### config.mk
export PLATFORM = sky130hd
export DESIGN_NAME = template_match_scan
export DESIGN_NICKNAME = d
export VERILOG_FILES = /design/src/rtl/tm_scan_pkg.sv /design/src/rtl/tm_popcount16.sv /design/src/rtl/template_match_scan.sv
export SDC_FILE = /design/constraint.sdc
export NUM_CORES = 2
export LEC_CHECK = 0
export BUFFER_PORTS_ARGS = -buffer_cell sky130_fd_sc_hd__buf_2
export CAP_MARGIN = 20
export CORE_MARGIN = 2
export CORE_UTILIZATION = 35
export CTS_CLUSTER_DIAMETER = 30
export DETAILED_ROUTE_END_ITERATION = 10
export HOLD_SLACK_MARGIN = 0.15
export PLACE_DENSITY_LB_ADDON = 0.08
export SKIP_LAST_GASP = 1
export SLEW_MARGIN = 20
export SYNTH_ARGS = -nofsm -noshare
export SYNTH_HDL_FRONTEND = slang
export SYNTH_SLANG_ARGS = --single-unit
### constraint.sdc
create_clock -name clk_i -period 12.45 [get_ports clk_i]
set_clock_uncertainty 0.05 [all_clocks]
set_input_delay 1.245 -clock clk_i [delete_from_list [all_inputs] [get_ports clk_i]]
set_output_delay 1.245 -clock clk_i [all_outputs]
set_load 0.05 [all_outputs]
### src/rtl/tm_scan_pkg.sv
// Shared types and geometry helpers for the binary template matcher.
package tm_scan_pkg;

    typedef enum logic [2:0] {
        S_IDLE,
        S_LD_TEMPL,
        S_SCAN,
        S_DRAIN,
        S_DONE
    } state_e;

    function automatic int tw_words(input int templ_w);
        return templ_w / 16;
    endfunction

    function automatic int img_words(input int img_w);
        return img_w / 16;
    endfunction

    function automatic int score_w(input int templ_w, input int templ_h);
        return $clog2(templ_w * templ_h + 1);
    endfunction

    function automatic int n_win(input int templ_w, input int templ_h,
                                 input int img_w, input int img_h, input int stride_y);
        return (img_w / 16 - templ_w / 16 + 1) * ((img_h - templ_h) / stride_y + 1);
    endfunction

    // Word address of template word (r, c) of the window at (y, xw).
    function automatic logic [19:0] img_addr(input logic [19:0] base, input int words,
                                             input logic [8:0] y, input logic [8:0] r,
                                             input logic [5:0] xw, input logic [5:0] c);
        return 20'(32'(base) + (32'(y) + 32'(r)) * 32'(words) + 32'(xw) + 32'(c));
    endfunction

endpackage

### src/rtl/tm_popcount16.sv
// Combinational population count of one 16-pixel word.
module tm_popcount16 (
    input  logic [15:0] data_i,
    output logic [4:0]  count_o
);

    always_comb begin
        count_o = '0;
        for (int i = 0; i < 16; i++) begin
            count_o = count_o + {4'b0, data_i[i]};
        end
    end

endmodule

### src/rtl/template_match_scan.sv
// Loads a 1-bit template from SRAM, then slides it over the image and
// reports the window with the lowest Hamming distance.
module template_match_scan
    import tm_scan_pkg::*;
#(
    parameter int          TEMPL_W    = 64,
    parameter int          TEMPL_H    = 64,
    parameter int          IMG_W      = 640,
    parameter int          IMG_H      = 480,
    parameter logic [19:0] TEMPL_BASE = 20'h40000,
    parameter logic [19:0] IMG_BASE   = 20'h0,
    parameter int          MEM_LAT    = 1,
    parameter int          STRIDE_Y   = 1
) (
    input  logic                                 clk_i,
    input  logic                                 rst_i,
    input  logic                                 start_i,
    input  logic [score_w(TEMPL_W, TEMPL_H)-1:0] thresh_i,
    input  logic [15:0]                          mem_data_i,
    output logic [19:0]                          mem_addr_o,
    output logic                                 mem_rd_o,
    output logic                                 busy_o,
    output logic                                 done_o,
    output logic [9:0]                           best_x_o,
    output logic [8:0]                           best_y_o,
    output logic [score_w(TEMPL_W, TEMPL_H)-1:0] best_score_o,
    output logic                                 match_o
);

    localparam int TW_WORDS  = tw_words(TEMPL_W);
    localparam int IMG_WORDS = img_words(IMG_W);
    localparam int SW        = score_w(TEMPL_W, TEMPL_H);
    localparam int NT        = TW_WORDS * TEMPL_H;
    localparam int IW        = (NT > 1) ? $clog2(NT) : 1;

    localparam logic [5:0] C_MAX  = 6'(TW_WORDS - 1);
    localparam logic [5:0] XW_MAX = 6'(IMG_WORDS - TW_WORDS);
    localparam logic [8:0] R_MAX  = 9'(TEMPL_H - 1);
    localparam logic [8:0] Y_MAX  = 9'(((IMG_H - TEMPL_H) / STRIDE_Y) * STRIDE_Y);
    localparam logic [8:0] Y_STEP = 9'(STRIDE_Y);

    if (TEMPL_W % 16 != 0 || IMG_W % 16 != 0 || TEMPL_W < 16 || TEMPL_W > IMG_W ||
        TEMPL_H < 1 || TEMPL_H > IMG_H || IMG_W > 1024 || IMG_H > 512 ||
        MEM_LAT < 1 || MEM_LAT > 4 || STRIDE_Y < 1 ||
        32'(IMG_BASE) + 32'(IMG_WORDS * IMG_H) > 32'h100000 ||
        32'(TEMPL_BASE) + 32'(NT) > 32'h100000) begin : g_bad_param
        $error("template_match_scan: illegal parameter set");
    end

    state_e          state_q, state_d;
    logic [SW-1:0]   thresh_q, thresh_d;
    logic [SW-1:0]   best_score_q, best_score_d;
    logic [9:0]      best_x_q, best_x_d;
    logic [8:0]      best_y_q, best_y_d;
    logic            match_q, match_d;
    logic [SW-1:0]   acc_q, acc_d;
    logic [5:0]      c_q, c_d, xw_q, xw_d;
    logic [8:0]      r_q, r_d, y_q, y_d;
    logic            ld_issued_q, ld_issued_d;

    logic [NT-1:0][15:0] templ_q;

    // Return tagging: stage MEM_LAT-1 lines up with the word on mem_data_i.
    logic [MEM_LAT-1:0]         vld_pipe_q, fin_pipe_q, wl_pipe_q;
    logic [MEM_LAT-1:0][IW-1:0] idx_pipe_q;
    logic [MEM_LAT-1:0][5:0]    xw_pipe_q;
    logic [MEM_LAT-1:0][8:0]    y_pipe_q;

    logic          mem_rd, iss_fin, iss_wl;
    logic [19:0]   mem_addr;
    logic [IW-1:0] iss_idx;

    wire           ret_vld = vld_pipe_q[MEM_LAT-1];
    wire           ret_fin = fin_pipe_q[MEM_LAT-1];
    wire           ret_wl  = wl_pipe_q[MEM_LAT-1];
    wire  [IW-1:0] ret_idx = idx_pipe_q[MEM_LAT-1];
    wire  [5:0]    ret_xw  = xw_pipe_q[MEM_LAT-1];
    wire  [8:0]    ret_y   = y_pipe_q[MEM_LAT-1];

    logic [4:0]    pop;
    logic [SW-1:0] sum;

    tm_popcount16 u_pop (
        .data_i  (mem_data_i ^ templ_q[ret_idx]),
        .count_o (pop)
    );

    assign sum = acc_q + SW'(pop);

    always_comb begin
        state_d      = state_q;
        thresh_d     = thresh_q;
        best_score_d = best_score_q;
        best_x_d     = best_x_q;
        best_y_d     = best_y_q;
        match_d      = match_q;
        acc_d        = acc_q;
        c_d          = c_q;
        r_d          = r_q;
        xw_d         = xw_q;
        y_d          = y_q;
        ld_issued_d  = ld_issued_q;
        mem_rd       = 1'b0;
        mem_addr     = '0;
        iss_fin      = 1'b0;
        iss_wl       = (c_q == C_MAX) && (r_q == R_MAX);
        iss_idx      = IW'(32'(r_q) * 32'(TW_WORDS) + 32'(c_q));

        unique case (state_q)
            S_IDLE: begin
                if (start_i) begin
                    state_d      = S_LD_TEMPL;
                    thresh_d     = thresh_i;
                    best_score_d = '1;
                    match_d      = 1'b0;
                    acc_d        = '0;
                    c_d          = '0;
                    r_d          = '0;
                    xw_d         = '0;
                    y_d          = '0;
                    ld_issued_d  = 1'b0;
                end
            end
            S_LD_TEMPL: begin
                if (!ld_issued_q) begin
                    mem_rd   = 1'b1;
                    mem_addr = TEMPL_BASE + 20'(iss_idx);
                    iss_fin  = iss_wl;
                    c_d      = (c_q == C_MAX) ? '0 : c_q + 6'd1;
                    if (c_q == C_MAX) r_d = (r_q == R_MAX) ? '0 : r_q + 9'd1;
                    if (iss_wl) ld_issued_d = 1'b1;
                end
                if (ret_vld && ret_fin) state_d = S_SCAN;
            end
            S_SCAN: begin
                mem_rd   = 1'b1;
                mem_addr = img_addr(IMG_BASE, IMG_WORDS, y_q, r_q, xw_q, c_q);
                iss_fin  = iss_wl && (xw_q == XW_MAX) && (y_q == Y_MAX);
                c_d      = (c_q == C_MAX) ? '0 : c_q + 6'd1;
                if (c_q == C_MAX) r_d = (r_q == R_MAX) ? '0 : r_q + 9'd1;
                if (iss_wl) begin
                    if (xw_q == XW_MAX) begin
                        xw_d = '0;
                        y_d  = y_q + Y_STEP;
                    end else begin
                        xw_d = xw_q + 6'd1;
                    end
                end
                if (iss_fin) state_d = S_DRAIN;
            end
            S_DRAIN: ;
            S_DONE:  state_d = S_IDLE;
            default: state_d = S_IDLE;
        endcase

        // Ties keep the earlier window, hence the strict compare.
        if (ret_vld && (state_q == S_SCAN || state_q == S_DRAIN)) begin
            acc_d = sum;
            if (ret_wl) begin
                acc_d = '0;
                if (sum < best_score_q) begin
                    best_score_d = sum;
                    best_x_d     = {ret_xw, 4'b0000};
                    best_y_d     = ret_y;
                end
            end
            if (state_q == S_DRAIN && ret_fin) begin
                state_d = S_DONE;
                match_d = (best_score_d <= thresh_q);
            end
        end
    end

    always_ff @(posedge clk_i) begin
        if (rst_i) begin
            state_q      <= S_IDLE;
            thresh_q     <= '0;
            best_score_q <= '1;
            best_x_q     <= '0;
            best_y_q     <= '0;
            match_q      <= 1'b0;
            acc_q        <= '0;
            c_q          <= '0;
            r_q          <= '0;
            xw_q         <= '0;
            y_q          <= '0;
            ld_issued_q  <= 1'b0;
            vld_pipe_q   <= '0;
        end else begin
            state_q      <= state_d;
            thresh_q     <= thresh_d;
            best_score_q <= best_score_d;
            best_x_q     <= best_x_d;
            best_y_q     <= best_y_d;
            match_q      <= match_d;
            acc_q        <= acc_d;
            c_q          <= c_d;
            r_q          <= r_d;
            xw_q         <= xw_d;
            y_q          <= y_d;
            ld_issued_q  <= ld_issued_d;
            vld_pipe_q[0] <= mem_rd;
            for (int i = 1; i < MEM_LAT; i++) vld_pipe_q[i] <= vld_pipe_q[i-1];
        end
    end

    // Tag payloads and template storage carry no reset; only the valids matter.
    always_ff @(posedge clk_i) begin
        fin_pipe_q[0] <= iss_fin;
        wl_pipe_q[0]  <= iss_wl && (state_q == S_SCAN);
        idx_pipe_q[0] <= iss_idx;
        xw_pipe_q[0]  <= xw_q;
        y_pipe_q[0]   <= y_q;
        for (int i = 1; i < MEM_LAT; i++) begin
            fin_pipe_q[i] <= fin_pipe_q[i-1];
            wl_pipe_q[i]  <= wl_pipe_q[i-1];
            idx_pipe_q[i] <= idx_pipe_q[i-1];
            xw_pipe_q[i]  <= xw_pipe_q[i-1];
            y_pipe_q[i]   <= y_pipe_q[i-1];
        end
        if (!rst_i && state_q == S_LD_TEMPL && ret_vld) templ_q[ret_idx] <= mem_data_i;
    end

    assign mem_rd_o     = mem_rd;
    assign mem_addr_o   = mem_addr;
    assign busy_o       = (state_q == S_LD_TEMPL) || (state_q == S_SCAN) || (state_q == S_DRAIN);
    assign done_o       = (state_q == S_DONE);
    assign best_x_o     = best_x_q;
    assign best_y_o     = best_y_q;
    assign best_score_o = best_score_q;
    assign match_o      = match_q;

endmodule

==> results.tsv <==
stage	metric	value	unit
status	outcome	finished, final reports clean	
timing	hold_viol_final	0	
worst_setup_path	path_class	register to register	
timing	slew_violations	0	
worst_setup_path	worstRegToRegCells	40	
synthesis	synth.most_common_cell	edfxtp_1	
pwr	p_int	0.0337	W
route	drtPass1Iterations	7	
route	routedWlPerCell	31.2	um
synthesis	syn_area	164000	um2
placed_design	place_area	175000	um2
clock_tree	htreeDepth	6	
timing	finalCritPeriodShare	97.5	%
worst_setup_path	cp.arrival	13.09	ns
synthesis	synth_edf_count	4096	
route	drt_iter0_markers	8493	
worst_setup_path	rrSetupSlack	0.32	ns
job	cap_violations	0	
route	wl_met3	28900	um
clock_tree	clockBufferDepth	4	
floorplanning	die_w	688	um
final_layout	fin_area	208000	um2
synthesis	async_flop_share	0	%
global_route	grt_pass1_vias	89300	
pwr	p_sw	0.00975	W
synthesis	syn-mean-instance-area	20.3	um2
placed_design	gp_congestion	0.816	
final_layout	area_delta_synth_final	27.4	%
clock_tree	postCtsHoldBufs	0	
worst_hold_path	hp-class	primary input to register	
worst_setup_path	cp-start-kind	register	
floorplanning	initial_utilization	35.1	%
worst_hold_path	hold_depth	3	
worst_setup_path	endpoint_kind	register	
timing	clock.fmax	82.4	MHz
pwr	p_leak	67.6	nW
route	route.met2.wl	240000	um
timing	final.min_clock_period	12.13	ns
route	highest_layer	met4	
timing	rsz0062_at_grt	false	
synthesis	synth_commonest_cells	4096 x edfxtp_1, 833 x mux4_2, 460 x mux2i_1	
synthesis	synth_top_cell_area_share	75.2	%
final_layout	multi_input_area	36700	um2
global_route	grt_pass1_wl	706000	um
clock_tree	numCtsBuffers	949	
synthesis	synthCells	8070	
synthesis	ys_seq_elements	4211	
placed_design	dp_hpwl	314000	um
pwr	p_total	0.0435	W
clock_tree	ctsRootBufferMaster	clkbuf_16	
worst_setup_path	path_max_fanout	56	
worst_setup_path	crit_cells	40	
synthesis	synthTopCellsByArea	edfxtp_1 75%, mux4_2 11%, mux2i_1 2.8%	
final_layout	layout-drive-gt1-share	31.7	%
worst_setup_path	critPathRequiredTime	13.41	ns
route	drc	0	
clock_tree	clock-sinks	4211	
route	drt-met1-wl	224000	um
synthesis	ys_types	72	
route	routed_wl	506000	um
floorplanning	fp.dieH	688	um
route	viasPerCell	5.32	
worst_setup_path	critPathSlowestCell	fa_1	
synthesis	seq_area_frac_synth	76.6	%
worst_setup_path	slowest_delay	0.88	ns
global_route	grt_start_max_net_pins	184	
clock_tree	cts_tree	built	
synthesis	ys_warn_count	0	
route	num_vias	86400	
floorplanning	io-pin-count	88	
global_route	grt_antenna_before_repair	31	
pwr	seq_power_share	35.9	%
synthesis	synthFlopType	edfxtp_1	
final_layout	final_nets	9316	
pwr	swShare	22.4	%
global_route	track_usage	21.1	%
worst_setup_path	worst-path-buf-inv	6	
clock_tree	clk_pin_slew	0.05	ns
route	detail-route-antenna-nets	0	
pwr	peakVddDrop	0.159	mV
global_route	grt-ovfl-total	0	
final_layout	fillers	39800	
timing	setup-violations-final	0	
floorplanning	dieArea	473000	um2
worst_setup_path	critical_path.top_delay_family	adder cells	
pwr	power_frac_clock	58.4	%
placed_design	port_buffers	80	
floorplanning	rows	251	
floorplanning	fp.coreArea	466000	um2
timing	tightest_slew	1.26	ns
synthesis	synth.largest_area_cell	edfxtp_1	
pwr	combPwrFrac	5.7	%
final_layout	seq_area	125000	um2
timing	max_slew_margin	15.8	%
pwr	p_per_area	209	nW/um2
clock_tree	clock_latency	1.12	ns
worst_setup_path	critPathMostFrequentCell	fa_1	
-- power by group through the flow --
stage / Clock, W / Combinational, W / Sequential [W]
after global routing: 0.0265 / 0.00265 / 0.0156
after global placement: 0 / 0.00252 / 0.0159
final: 0.0254 / 0.00247 / 0.0156
after CTS: 0.0257 / 0.00253 / 0.0156
after floorplan: 0 / 0.00143 / 0.0158
after detailed placement: 0 / 0.00252 / 0.0159
-- tightest hold or removal path: cells and delay by family --
family	cells	cell delay, ns
buf+inv	1	0.10
compound gates	1	0.05
simple gates	1	0.05
-- flip-flops by register name (all words and copies together), names as in the netlist, 3 cells and up --
signal,flops
acc_q,13
best_score_o,13
best_x_o,6
best_y_o,9
c_q,6
idx_pipe_q,8
r_q,9
ret_xw,6
ret_y,9
state_q,3
templ_q,4096
thresh_q,13
xw_q,6
y_q,9
-- layout by cell type, fill, tap and decap left out, types with 37 or more instances in the layout --
| cell | instances |
|---|---|
| a21oi_1 | 144 |
| a221oi_1 | 43 |
| a22oi_1 | 326 |
| buf_12 | 41 |
| buf_2 | 67 |
| buf_4 | 466 |
| bufinv_16 | 152 |
| clkbuf_1 | 102 |
| clkbuf_16 | 956 |
| clkinv_1 | 145 |
| clkinv_2 | 183 |
| clkinv_4 | 46 |
| clkinvlp_4 | 127 |
| dfxtp_1 | 109 |
| edfxtp_1 | 4096 |
| ha_1 | 80 |
| inv_1 | 75 |
| mux2i_1 | 460 |
| mux4_2 | 833 |
| nand2_1 | 272 |
| nand3_1 | 91 |
| nand4_1 | 86 |
| nor2_1 | 279 |
| nor2_4 | 79 |
| o21ai_0 | 126 |
| o22ai_1 | 80 |
| xnor2_1 | 37 |
-- timing repair --
item / 4_1_cts / 5_1_grt
resized for setup: 3 / 5
setup buffers: 1 / 4
endpoints found under the setup margin: 1 / 1
-- area by class of cell --
cell class | instances | area share [%]
Antenna cell | 5 | 0.00600
Clock buffer | 1061 | 11.7
Clock inverter | 736 | 4.30
Inverter | 78 | 0.143
Multi-Input combinational cell | 3346 | 17.6
Sequential cell | 4211 | 60.1
Tap cell | 6198 | 3.72
Timing Repair Buffer | 600 | 2.41
-- metal layers --
| metal | GRT usage [%] | vias up |
|---|---|---|
| met5 | 0 | - |
| met4 | 5.75 | 0 |
| met3 | 3.21 | 687 |
| met2 | 33.8 | 2993 |
| met1 | 30.0 | 46600 |
| li1 | - | 36100 |
-- cell families after synthesis --
logic type / synth area share (%)
buf+inv: 1.51
mux: 14.4
simple gates: 2.74
flops: 76.6
fa+ha+maj: 0.832
compound gates: 3.51
xor+xnor: 0.396
other cells: 0.00229
-- per-stage QoR --
step / setup TNS [ns] / setup WS, ns / instances / hold WS (ns) / util [%]
2_1_floorplan: 0 / 3.03 / 8076 / 0.314 / -
3_3_place_gp: -0.930 / -0.930 / 14400 / 0.334 / 37.4
3_5_place_dp: -0.506 / -0.506 / 14400 / 0.340 / 37.5
4_1_cts: 0 / 0.116 / 16200 / 0.245 / 44.6
5_1_grt: 0 / 0.0864 / 16200 / 0.295 / 44.7
6_report: 0 / 0.316 / 16200 / 0.348 / 44.7
-- path summary, 6_finish.rpt --
check,endpoint,from
max,match_o,idx_pipe_q[1]
min,thresh_q[11],thresh_i[11]
max reg2reg,match_o,idx_pipe_q[1]
min reg2reg,ret_xw[4],xw_q[4]
No activity file was read; power rests on OpenSTA's default activity.
